--- src/rtl/dodger_control_pkg.sv ---
// Shared definitions for the dodger game controller: state encodings,
// sprite geometry, default frame length and small arithmetic helpers.
package dodger_control_pkg;

  typedef enum logic [2:0] {
    ST_IDLE  = 3'd0,
    ST_DRAW  = 3'd1,
    ST_WAIT  = 3'd2,
    ST_ERASE = 3'd3,
    ST_OVER  = 3'd4
  } state_t;

  localparam int SPRITE_W_DEF     = 4;
  localparam int FRAME_CYCLES_DEF = 833333;

  // Saturating 8-bit increment used by the score register.
  function automatic logic [7:0] sat_inc8(input logic [7:0] v);
    return (v == 8'd255) ? v : v + 8'd1;
  endfunction

  // True when [a_lo, a_lo+len-1] and [b_lo, b_lo+len-1] share a point.
  // Evaluated at 9 bits so screen-edge coordinates do not wrap.
  function automatic logic span_overlap(input logic [8:0] a_lo,
                                        input logic [8:0] b_lo,
                                        input logic [8:0] len);
    return (a_lo <= b_lo + len - 9'd1) && (b_lo <= a_lo + len - 9'd1);
  endfunction

endpackage

--- src/rtl/dodger_control_if.sv ---
// Control <-> datapath bundle: sprite draw strobes out, obstacle/player
// positions and the obstacle-passed flag in.
interface dodger_control_if;
  logic       draw;
  logic       erase;
  logic       plot;
  logic [3:0] pix_idx;
  logic       setoff;
  logic       frame_tick;
  logic       finish;
  logic [7:0] obs_x;
  logic [6:0] obs_y;
  logic [6:0] player_y;

  modport master (
    output draw, erase, plot, pix_idx, setoff, frame_tick,
    input  finish, obs_x, obs_y, player_y
  );

  modport slave (
    input  draw, erase, plot, pix_idx, setoff, frame_tick,
    output finish, obs_x, obs_y, player_y
  );
endinterface

--- src/rtl/dodger_control_frame_ticker.sv ---
// Frame timer: counts down from FRAME_CYCLES-1 while enabled and emits a
// one-cycle tick each time it reaches zero; holds its count when disabled.
module frame_ticker
  import dodger_control_pkg::*;
#(
  parameter int FRAME_CYCLES = FRAME_CYCLES_DEF
) (
  input  logic clock,
  input  logic resetn,
  input  logic enable,
  output logic tick
);

  localparam int              CW     = (FRAME_CYCLES > 1) ? $clog2(FRAME_CYCLES) : 1;
  localparam logic [CW-1:0]   RELOAD = CW'(FRAME_CYCLES - 1);

  logic [CW-1:0] count_r;

  // Down-counter with reload and registered tick pulse.
  always_ff @(posedge clock or negedge resetn) begin
    if (!resetn) begin
      count_r <= RELOAD;
      tick    <= 1'b0;
    end else if (enable) begin
      if (count_r == {CW{1'b0}}) begin
        count_r <= RELOAD;
        tick    <= 1'b1;
      end else begin
        count_r <= count_r - {{(CW-1){1'b0}}, 1'b1};
        tick    <= 1'b0;
      end
    end else begin
      tick <= 1'b0;
    end
  end

endmodule

--- src/rtl/dodger_control.sv ---
// Dodger game controller: sequences sprite draw/erase passes, waits for
// frame ticks, detects player/obstacle collision and keeps the score.
module dodger_control
  import dodger_control_pkg::*;
#(
  parameter int FRAME_CYCLES = FRAME_CYCLES_DEF,
  parameter int PLAYER_X     = 10,
  parameter int SPRITE_W     = SPRITE_W_DEF
) (
  input  logic              clock,
  input  logic              resetn,
  input  logic              start,
  dodger_control_if.master  dp,
  output logic [7:0]        score,
  output logic              game_over
);

  localparam logic [3:0] PIX_LAST = 4'(SPRITE_W * SPRITE_W - 1);

  state_t     state_r;
  logic       pend_r;
  logic [3:0] pix_r;
  logic       draw_r;
  logic       erase_r;
  logic       plot_r;
  logic       setoff_r;
  logic [7:0] score_r;
  logic       game_over_r;
  logic       tick_s;
  logic       pending_s;
  logic       collide_s;

  frame_ticker #(.FRAME_CYCLES(FRAME_CYCLES)) u_ticker (
    .clock  (clock),
    .resetn (resetn),
    .enable (setoff_r),
    .tick   (tick_s)
  );

  // Bounding-box overlap of player and obstacle, plus the effective tick request.
  always_comb begin
    collide_s = span_overlap(9'(PLAYER_X), {1'b0, dp.obs_x}, 9'(SPRITE_W)) &&
                span_overlap({2'b00, dp.player_y}, {2'b00, dp.obs_y}, 9'(SPRITE_W));
    pending_s = pend_r | tick_s;
  end

  // Game FSM with registered datapath strobes, pixel counter and score.
  always_ff @(posedge clock or negedge resetn) begin
    if (!resetn) begin
      state_r     <= ST_IDLE;
      pend_r      <= 1'b0;
      pix_r       <= 4'd0;
      draw_r      <= 1'b0;
      erase_r     <= 1'b0;
      plot_r      <= 1'b0;
      setoff_r    <= 1'b0;
      score_r     <= 8'd0;
      game_over_r <= 1'b0;
    end else begin
      case (state_r)
        ST_IDLE, ST_OVER: begin
          if (start) begin
            state_r     <= ST_DRAW;
            pend_r      <= 1'b0;
            pix_r       <= 4'd0;
            draw_r      <= 1'b1;
            plot_r      <= 1'b1;
            erase_r     <= 1'b0;
            setoff_r    <= 1'b1;
            score_r     <= 8'd0;
            game_over_r <= 1'b0;
          end
        end
        ST_DRAW, ST_ERASE: begin
          // Ticks landing mid-sprite are remembered and collapse to one.
          pend_r <= pending_s;
          if (pix_r == PIX_LAST) begin
            pix_r   <= 4'd0;
            erase_r <= 1'b0;
            if (state_r == ST_DRAW) begin
              state_r <= ST_WAIT;
              draw_r  <= 1'b0;
              plot_r  <= 1'b0;
            end else begin
              state_r <= ST_DRAW;
            end
          end else begin
            pix_r <= pix_r + 4'd1;
          end
        end
        ST_WAIT: begin
          if (pending_s) begin
            pend_r <= 1'b0;
            pix_r  <= 4'd0;
            if (collide_s) begin
              state_r     <= ST_OVER;
              setoff_r    <= 1'b0;
              game_over_r <= 1'b1;
            end else begin
              state_r <= ST_ERASE;
              draw_r  <= 1'b1;
              plot_r  <= 1'b1;
              erase_r <= 1'b1;
              if (dp.finish) begin
                score_r <= sat_inc8(score_r);
              end
            end
          end
        end
        default: begin
          state_r     <= ST_IDLE;
          pend_r      <= 1'b0;
          pix_r       <= 4'd0;
          draw_r      <= 1'b0;
          erase_r     <= 1'b0;
          plot_r      <= 1'b0;
          setoff_r    <= 1'b0;
          game_over_r <= 1'b0;
        end
      endcase
    end
  end

  assign dp.draw       = draw_r;
  assign dp.erase      = erase_r;
  assign dp.plot       = plot_r;
  assign dp.pix_idx    = pix_r;
  assign dp.setoff     = setoff_r;
  assign dp.frame_tick = tick_s;
  assign score         = score_r;
  assign game_over     = game_over_r;

endmodule

--- src/flat_wrapper.sv ---
// flat-port wrapper written by rule: the top's interface ports become plain ports
module dodger_control_flat import dodger_control_pkg::*;
#(
  parameter int FRAME_CYCLES = FRAME_CYCLES_DEF,
  parameter int PLAYER_X     = 10,
  parameter int SPRITE_W     = SPRITE_W_DEF
)
  (clock, resetn, start, score, game_over, dp_draw, dp_erase, dp_plot, dp_pix_idx, dp_setoff, dp_frame_tick, dp_finish, dp_obs_x, dp_obs_y, dp_player_y);
  dodger_control_if dp_i ();
  input  logic clock;
  input  logic resetn;
  input  logic start;
  output logic [7:0] score;
  output logic game_over;
  output wire logic [$bits(dp_i.draw)-1:0] dp_draw;
  output wire logic [$bits(dp_i.erase)-1:0] dp_erase;
  output wire logic [$bits(dp_i.plot)-1:0] dp_plot;
  output wire logic [$bits(dp_i.pix_idx)-1:0] dp_pix_idx;
  output wire logic [$bits(dp_i.setoff)-1:0] dp_setoff;
  output wire logic [$bits(dp_i.frame_tick)-1:0] dp_frame_tick;
  input wire logic [$bits(dp_i.finish)-1:0] dp_finish;
  input wire logic [$bits(dp_i.obs_x)-1:0] dp_obs_x;
  input wire logic [$bits(dp_i.obs_y)-1:0] dp_obs_y;
  input wire logic [$bits(dp_i.player_y)-1:0] dp_player_y;
  assign dp_draw = dp_i.draw;
  assign dp_erase = dp_i.erase;
  assign dp_plot = dp_i.plot;
  assign dp_pix_idx = dp_i.pix_idx;
  assign dp_setoff = dp_i.setoff;
  assign dp_frame_tick = dp_i.frame_tick;
  assign dp_i.finish = dp_finish;
  assign dp_i.obs_x = dp_obs_x;
  assign dp_i.obs_y = dp_obs_y;
  assign dp_i.player_y = dp_player_y;
  dodger_control #(.FRAME_CYCLES(FRAME_CYCLES), .PLAYER_X(PLAYER_X), .SPRITE_W(SPRITE_W)) u_core (.clock(clock), .resetn(resetn), .start(start), .dp(dp_i), .score(score), .game_over(game_over));
endmodule
--- config.mk ---
export PLATFORM = sky130hd
export DESIGN_NAME = dodger_control_flat
export DESIGN_NICKNAME = d
export VERILOG_FILES = /design/src/rtl/dodger_control_pkg.sv /design/src/rtl/dodger_control_if.sv /design/src/rtl/dodger_control_frame_ticker.sv /design/src/rtl/dodger_control.sv /design/src/flat_wrapper.sv
export SDC_FILE = /design/constraint.sdc
export NUM_CORES = 1
export LEC_CHECK = 0
export CORE_UTILIZATION = 40
export DETAILED_ROUTE_END_ITERATION = 8
export GPL_ROUTABILITY_DRIVEN = 0
export PLACE_DENSITY = 0.74
export SLEW_MARGIN = 20
export SYNTH_ARGS = -nofsm -noshare
export SYNTH_HDL_FRONTEND = slang
export SYNTH_SLANG_ARGS = --single-unit
--- constraint.sdc ---
create_clock -name clock -period 3.1 [get_ports clock]
set_clock_uncertainty 0.1 [all_clocks]
set_input_delay 0.93 -clock clock [delete_from_list [all_inputs] [get_ports clock]]
set_output_delay 0.93 -clock clock [all_outputs]
set_load 0.03 [all_outputs]
## Word level (Yosys, flattened, before mapping)

Cells that the tools add are included.

| word-level totals | value |
|---|---|
| flip-flop bits (word level) | 41 |
| bits in latches | 0 |
| bits in writable memories | 0 |
| memory bits (read-only) | 0 |
| input bits | 26 |
| output and inout bits | 18 |
| word-level logic and storage cells | 89 |
| memories kept | 0 |

| operators by class | value |
|---|---|
| add/subtract/negate cells | 9 |
| multipliers | 0 |
| div/mod/pow operators | 0 |
| $lt $le $gt $ge | 4 |
| equality and inequality tests | 14 |
| shift operators | 0 |
| muxes and demuxes | 36 |
| bitwise gates (word level) | 2 |
| reductions and logical operators | 14 |

Operators by type and width:

| operator | number |
|---|---|
| $mux 8 | 5 |
| $sub 9x1->9 const B | 3 |
| $logic_not 20->1 | 1 |
| $mux 20 | 1 |
| $sub 20x1->20 const B | 1 |
| $le 7x9->1 | 2 |
| $add 7x3->8 const B | 2 |
| $pmux 8 s2 | 1 |
| $pmux 1 s3 | 5 |
| $mux 1 | 14 |
| $mux 3 | 4 |
| $mux 4 | 3 |
| $pmux 4 s3 | 1 |
| $add 8x3->9 const B | 1 |
| $le 4x9->1 const A | 1 |
| $pmux 3 s3 | 1 |
| $add 8x1->8 const B | 1 |
| $eq 8x8->1 const B | 1 |
| $le 8x4->1 const B | 1 |
| $ne 2x1->1 const B | 4 |
| $ne 2x2->1 const B | 4 |
| $reduce_and 4->1 | 2 |
| $eq 3x2->1 const B | 2 |
| $reduce_and 6->1 | 1 |
| 14 further kinds | 17 |

## Longest topological paths before layout

Gate-level depths: netlist of the first run.

| depth | value |
|---|---|
| word-level depth | 8 |
| gate-level depth with buffers | 15 |
| depth with buffers taken out | 14 |

## Modules after synthesis

Synthesis of the first run repeated with hierarchy kept, for this count alone.

| second synthesis, totals | value |
|---|---|
| cells, all modules | 308 |
| area, all modules | 2,869.0 sq um |

By module, submodules not included:

| module | instances | cells each | area an instance (sq um) | sequential area each (sq um) |
|---|---|---|---|---|
| dodger_control | 1 | 195 | 1,705.4 | 500.5 |
| frame_ticker | 1 | 113 | 1,163.6 | 539.3 |

## Least setup slack after synthesis of the first run

Ideal clock, no wire load.

| timing | value |
|---|---|
| path kind | input port to flip-flop |
| start point | input port dp_obs_y[0] |
| end point | register u_core.score_r[7], in the netlist u_core.score[7] |
| setup time | 0.078 ns |
| arrival time | 3.332 ns |
| required time | 2.922 ns |
| slack | -0.410 ns |
| stages | 13 |
| buffers on the path | 0 |
| path through | inv_1 > ha_1 > nand2b_1 > a211oi_1 > xnor2_1 > ha_1 > nand2_1 > o41ai_1 > a31oi_1 > nor3_2 > nor4_2 > or4_1 > a21oi_1 |

| on the way | value |
|---|---|
| longest elaborated chain between the ends | 7 |
| elaborated cells on any way between the ends | 8 |
| those cells by class | add/sub (2); order compare (2); eq/ne (1); reduce/logical (3) |

Ends and longest elaborated chain:

| item | line | RTL |
|---|---|---|
| from (decl) | flat_wrapper.sv:23 | `input wire logic [$bits(dp_i.obs_y)-1:0] dp_obs_y;` |
| $add 7x3->8 | dodger_control_pkg.sv:26 | `return (a_lo <= b_lo + len - 9'd1) && (b_lo <= a_lo + len - 9'd1);` |
| $sub 9x1->9 | dodger_control_pkg.sv:26 |  |
| $le 7x9->1 | dodger_control_pkg.sv:26 |  |
| $logic_and 1x1->1 * | dodger_control_pkg.sv:26 |  |
| $logic_and 1x1->1 * | dodger_control.sv:42 | `collide_s = span_overlap(9'(PLAYER_X), {1'b0, dp.obs_x}, 9'(SPRITE_W)) &&` |
| $ne 2x2->1 (no line) * | n/a |  |
| $reduce_and 6->1 (no line) * | n/a |  |
| to (signal assigned) | dodger_control.sv:105 | `score_r <= sat_inc8(score_r);` |
| to (decl) | dodger_control.sv:27 | `logic [7:0] score_r;` |

Every way passes the cells marked *; elsewhere a longest branch is shown, timed or not.
A chain may end at the register's enable or synchronous reset.

## Final worst setup path of the first run

| timing | value |
|---|---|
| start point | input port dp_obs_y[2] |
| end point | register u_core.score_r[5], in the netlist u_core.score[5] |

The elaborated chain is that of the path after synthesis.

==> key figures, run 1 <==
Clocking
  • CTS root buf: clkbuf_8
  • CTS Buf Count: 5
  • Clock buffer depth: 2
  • CTS Sinks: 41
  • H-tree depth: 2
  • # hold bufs at CTS: 0
  • Clk_lat worst skew: 290 ps
  • Reg clk slew, reported paths: 80 ps
  • CTS tree: yes

Synthesis
  • Yosys warnings: 0
  • Count of cell types in the netlist: 61
  • Ys async rst share: 100%
  • #FFs+latches synth: 41
  • Most common cell in the netlist: dfrtp_1
  • Most frequent cells after synthesis: 30 x dfrtp_1, 26 x ha_1, 24 x nand2_1
  • Yosys top cell area share: 26.1%
  • Post-Synthesis Cells: 306
  • Number of flops mapped to enable cells by yosys: 0
  • Top_reg_cell synth: dfrtp_1
  • Post-synth design cell area: 0.00288 mm^2
  • Synth area leaders: dfrtp_1 26%, ha_1 11%, dfstp_2 10%
  • Top cell type by total area after synthesis: dfrtp_1
  • Sequential share of the synthesized area: 36.1%
  • Post-synthesis average cell area: 9.41 um^2
  • Syn_nets: 358

Final layout
  • Ant diodes: 0
  • FF+latch area: 0.00104 mm^2
  • Share of cells above drive strength 1: 35.4%
  • P&R area growth vs syn: 47.6%
  • Fill cells: 566
  • Multi-input gate area: 0.00205 mm^2
  • Post-Layout Cell Count: 497
  • Final net count: 452

Route
  • Metal3 WL: 242 um
  • Iter 0 DRT Violations: 187
  • DR DRC count: 0
  • Drt pass-1 iters: 4
  • Via density: 5.40
  • Avg WL per Cell: 14.4 um
  • Top layer used by detailed routing: met4
  • Drt total wl: 7150 um
  • Final ANT Viol Nets: 0
  • Wl on met1: 3170 um
  • Vias after detailed routing: 2684
  • WL met2: 3680 um

Global routing
  • Largest net degree at the start of global routing: 42
  • Initial antenna violation count: 0
  • Gr ovfl total: 0
  • First-pass GRT wire length: 12000 um
  • Vias in the first global route: 2710
  • Global Route Usage Sum: 19.8%

STA
  • Tcrit/Tclk final: 111%
  • Final hold violation count: 0
  • RSZ-0062 raised after global routing: yes
  • Period minus WS final: 3440 ps
  • Max Slew Vio Count: 0
  • Max_slew headroom: 41.0%
  • Fmax: 291 MHz
  • Setup violations, final: 15
  • Slew @ Worst Pin: 885 ps
  • Setup ws final: -340 ps

Floorplan
  • Die area: 0.00754 mm^2
  • Number of I/O pins: 44
  • Core Footprint: 0.00687 mm^2
  • Initial Utilization: 41.9%
  • Num rows: 30
  • Die W: 86.8 um
  • Die Span Y: 86.8 um

Pwr
  • PD cells: 588 mW/mm^2
  • Pleak: 1.79 nW
  • Worst IR drop on VDD: 0.276 mV
  • Total Power: 2.50 mW

Critical path
  • Worst Setup Path Type: in -> reg
  • Critical Path Start Type: input port
  • Worst Path Max Fanout: 6
  • Critical path capture point type: flip-flop
  • Worst Path Arrival: 3560 ps
  • R2R setup slack: 550 ps
  • CP Data Required Time: 3220 ps
  • R2R cell count: 8

Placed design
  • IO Port Bufs: 43
  • Placed instance count: 476
  • Detailed Place HPWL: 5120 um
  • Place WS: -1160 ps

Worst hold path
  • HP Class: reg -> reg
  • Hold path depth: 1

Job
  • MaxCap Viol Count: 0

Run status
  • Failing checks: negative setup slack
  • Status: finished with violations
-- worst max-delay path, stage by stage --
cell and delay (ps):
buf_8 110, buf_4 130, and3_4 160, a211oi_2 240, xnor2_1 120, ha_1 340, nand2_2 110, buf_6 100
nor3_2 30, a22o_1 230, nor3_4 280, nor4_4 70, buf_4 160, or4_4 420, a21oi_2 130
-- final cells by class --
type | instances | area share (%)
clock buffers | 7 | 2.03
clock inverters | 1 | 0.177
repair buffers | 93 | 20.1
multi-input cells | 245 | 48.3
flip-flops and latches | 41 | 24.5
well taps | 96 | 2.83
inverters | 14 | 2.09
-- stage by stage --
step | hold WS (ps) | area (um^2) | util (%) | TNS, ps
after CTS | 424 | 4080 | 59.4 | -2480
after global routing | 431 | 4250 | 61.9 | -5090
after detailed placement | 406 | 3800 | 55.3 | -15650
after global placement | 383 | 3800 | 55.3 | -14390
after floorplan | 366 | 3010 | - | -1660
final | 412 | 4250 | 61.9 | -3380
-- sequential cells by signal (all words and copies together) (netlist names) --
register	count
u_core.game_over	1
u_core.dp.plot	1
u_core.u_ticker.tick	1
u_core.dp.pix_idx	4
u_core.state_r	3
u_core.score	8
u_core.u_ticker.count_r	20
u_core.pend_r	1
u_core.dp.erase	1
u_core.dp.setoff	1
-- worst paths after layout --
check,startpoint,to
max,dp_obs_y[2],u_core.score[5]
min,u_core.u_ticker.count_r[3],u_core.u_ticker.count_r[3]
max reg2reg,u_core.score[0],u_core.score[5]
min reg2reg,u_core.u_ticker.count_r[3],u_core.u_ticker.count_r[3]
max in group asynchronous,resetn,u_core.u_ticker.tick
min in group asynchronous,resetn,u_core.u_ticker.count_r[3]
-- per-layer routing --
metal	GRT usage, %	up-vias
met4	5.91	0
met3	3.33	8
li1	-	1325
met2	34.1	58
met5	0	-
met1	25.5	1293
-- placed cells by master (no fill, tap or decap), types with 4 or more instances in the layout --
master           count
nand4_1              7
nor4_1               5
clkdlybuf4s50_1     30
buf_6                9
dfstp_2             11
ha_4                 6
clkbuf_8             6
a31oi_1              4
ha_1                20
xor2_1               7
o21ai_2              6
a21oi_2              4
xnor2_1             20
nor3_1              10
buf_4               42
and3_1               4
dfrtp_1             30
buf_8                4
inv_1                9
nand2_1             22
a21oi_1              9
o21ai_0             12
nand3_1              6
or3_4                4
nor2_1              20
-- report_power, final --
group | internal [mW] | leakage, nW | switching, mW
combinational | 0.563 | 1.25 | 0.579
clock | 0.181 | 0.0445 | 0.184
sequential | 0.769 | 0.499 | 0.224
-- cell families after synthesis --
| kind of cell | share of synthesized area (%) |
|---|---|
| compound gates | 16.4 |
| xor+xnor | 9.13 |
| fa+ha+maj | 11.3 |
| buf+inv | 3.09 |
| flops | 36.1 |
| mux | 1.30 |
| simple gates | 22.7 |
-- what timing repair did --
item,4_1_cts,5_1_grt
resized for setup,80,42
setup buffers,8,5
endpoints found under the setup margin,15,15
gates cloned,1,0
pin swaps,33,20
(Power assumes the default switching activity.)
==> run 2, diff against run 1 <==
CORE_MARGIN = 10   (was not set)
==> run 2 against run 1 <==
Against the previous run:
- power down 0.69%
- highest routed layer unchanged
- register-to-register slack better by 50 ps
- the run still ends with negative setup slack left
- clock-buffer cell count down 2
- core utilization down 0.77 points
- critical path type unchanged
==> key figures, run 2 (synthesis results as in run 1) <==
Placed design
  • Detailed Place HPWL: 5550 um (+8.5%)
  • Placed instance count: 477 (+0.21%)
  • Place WS: -1200 ps (-40.6 ps)
  • IO Port Bufs: 43 (unchanged)

Worst hold path
  • Worst hold endpoint: u_core.u_ticker.count_r[3]
  • Hold Startpoint: u_core.u_ticker.count_r[3]
  • HP Class: reg -> reg
  • Hold path depth: 1 (unchanged)

STA
  • Max_slew headroom: 40.4% (-0.59 points)
  • Fmax: 302 MHz (+4.0%)
  • RSZ-0062 raised after global routing: yes
  • Period minus WS final: 3310 ps (-133 ps)
  • Final hold violation count: 0 (unchanged)
  • Max Slew Vio Count: 0 (unchanged)
  • Setup violations, final: 14 (-1)
  • Worst hold margin: 401 ps (-11.3 ps)
  • Setup ws final: -207 ps (+133 ps)
  • Tcrit/Tclk final: 107% (-4.3 points)
  • Slew @ Worst Pin: 894 ps (+8.79 ps)

Final layout
  • Share of cells above drive strength 1: 32.9% (-2.5 points)
  • Fin util: 61.1% (-0.77 points)
  • Most common cell after layout, fill and taps aside: buf_4
  • Final net count: 455 (+0.66%)
  • Largest Register: u_core.u_ticker.count_r
  • Fill cells: 580 (+2.5%)
  • P&R area growth vs syn: 46.6%
  • Ant diodes: 0 (unchanged)
  • Max reg flops: 20 (unchanged)
  • Most frequent cells in the layout: 46 x buf_4, 30 x clkdlybuf4s50_1, 30 x dfrtp_1
  • Post-Layout Cell Count: 500 (+0.60%)

Pwr
  • Seq pwr share: 40.0% (+0.3 points)
  • Psw: 1.00 mW (+1.5%)
  • Pleak: 1.78 nW (-0.69%)
  • Switching portion of total power: 40.3% (+0.89 points)
  • Worst IR drop on VDD: 0.244 mV (-12%)
  • Total Power: 2.48 mW (-0.69%)
  • Comb pwr share: 45.9% (+0.2 points)
  • Clock network fraction of total power: 14.0% (-0.6 points)
  • Cell Int Power: 1.48 mW (-2.1%)
  • PD cells: 588 mW/mm^2 (about the same)

Critical path
  • Critical path capture point type: flip-flop
  • Crit-path cells: buf_8 -> inv_8 -> ha_4 -> nand2b_4 -> a211oi_4 -> xnor2_1 -> ha_1 -> nand2_2 -> nor3_1 -> a22o_1 -> nor3_4 -> nor4_4 -> buf_4 -> or4_1 -> a21oi_1
  • R2R setup slack: 600 ps (+50 ps)
  • Critical Path Start Type: input port
  • Slowest stage delay, CP: 410 ps (about the same)
  • RR Startpoint: u_core.score[0]
  • Worst Path Arrival: 3430 ps (-130 ps)
  • Worst Path Max Fanout: 7 (+1)
  • R2R cell count: 8 (unchanged)
  • Slowest CP cell: or4_1
  • Worst Setup Path Type: in -> reg
  • Worst r2r dst: u_core.score[7]
  • CP Data Required Time: 3230 ps (about the same)

Floorplan
  • Die W: 105 um (+21%)
  • Number of I/O pins: 44 (unchanged)
  • Core Footprint: 0.00691 mm^2 (+0.55%)
  • Num rows: 30 (unchanged)
  • Initial Utilization: 41.7% (-0.23 points)
  • Die Span Y: 105 um (+21%)
  • Die area: 0.0110 mm^2 (+46%)

Global routing
  • Gr ovfl total: 0 (unchanged)
  • Initial antenna violation count: 0 (unchanged)
  • First-pass GRT wire length: 12900 um (+7.6%)
  • Vias in the first global route: 2846 (+5.0%)
  • Global Route Usage Sum: 13.7% (-6.2 points)
  • Largest net degree at the start of global routing: 42 (unchanged)

Route
  • Drt total wl: 7480 um (+4.5%)
  • Drt pass-1 iters: 4 (unchanged)
  • Iter 0 DRT Violations: 88 (-53%)
  • Vias after detailed routing: 2716 (+1.2%)
  • Via density: 5.43 (+0.59%)
  • DR DRC count: 0 (unchanged)
  • Avg WL per Cell: 15.0 um (+3.9%)
  • Final ANT Viol Nets: 0 (unchanged)

Clocking
  • Clock buffer depth: 2 (unchanged)
  • Clk_lat worst skew: 300 ps (about the same)
  • H-tree depth: 2 (unchanged)
  • Reg clk slew, reported paths: 80 ps (about the same)
  • CTS Sinks: 41 (unchanged)
  • # hold bufs at CTS: 0 (unchanged)
  • CTS Buf Count: 5 (unchanged)
  • CTS root buf: clkbuf_8
  • CTS tree: yes

Run status
  • Failing checks: negative setup slack
  • Status: finished with violations

Job
  • MaxCap Viol Count: 0 (unchanged)
run 2: critical path, delay by kind of cell:
family	cells	cell delay [ps]
AO/OA/AOI/OAI	3	630
buffers and inverters	3	280
adder cells (fa/ha/maj)	2	430
XOR/XNOR	1	150
AND/OR/NAND/NOR	6	1020
run 2: area by class of cell:
cell class | instances | area, um^2 | area share [%]
repair buffers | 96 | 872 | 20.7
clock inverters | 3 | 17.5 | 0.415
multi-input cells | 245 | 2010 | 47.7
inverters | 14 | 88.8 | 2.10
flip-flops and latches | 41 | 1040 | 24.6
clock buffers | 5 | 68.8 | 1.63
well taps | 96 | 120 | 2.85
run 2: power groups by stage:
| stage | clock network (mW) | registers [mW] | logic [mW] |
|---|---|---|---|
| 6_report | 0.348 | 0.994 | 1.14 |
| 5_1_grt | 0.381 | 1.03 | 1.26 |
| 4_1_cts | 0.355 | 0.990 | 1.13 |
| 3_5_place_dp | 0 | 0.997 | 1.06 |
| 3_3_place_gp | 0 | 0.984 | 1.03 |
| 2_1_floorplan | 0 | 1.01 | 0.674 |
run 2: repair_timing:
action | CTS | global route
pin swaps | 34 | 7
setup endpoints to repair | 15 | 15
gates resized for setup | 94 | 7
setup buffers | 15 | 1
run 2: metrics by stage:
stage	cell area, um^2	TNS [ps]
floorplan	3010	-1660
global placement	3810	-14360
detailed placement	3810	-16950
CTS	4180	-2500
global route	4220	-3740
finish	4220	-2050
run 2: metal layers:
layer / vias to the layer above / GRT usage, % / wire length [um]
li1: 1315 / - / -
met1: 1342 / 15.3 / 3140
met2: 48 / 24.9 / 3900
met3: 11 / 2.95 / 299
met4: 0 / 4.71 / 131
met5: - / 0 / 0
run 2: worst max path at each step:
| stage | startpoint | end | slack, ps | depth (start not counted) |
|---|---|---|---|---|
| after floorplan | dp_player_y[1] | u_core.dp.plot | -260 | 14 |
| after global placement | dp_player_y[1] | u_core.score[5] | -1060 | 16 |
| after detailed placement | dp_player_y[1] | u_core.score[5] | -1200 | 16 |
| after CTS | dp_obs_y[1] | u_core.score[3] | -240 | 17 |
| after global routing | dp_obs_y[0] | u_core.score[2] | -360 | 17 |
| final | dp_obs_y[1] | u_core.score[7] | -210 | 15 |
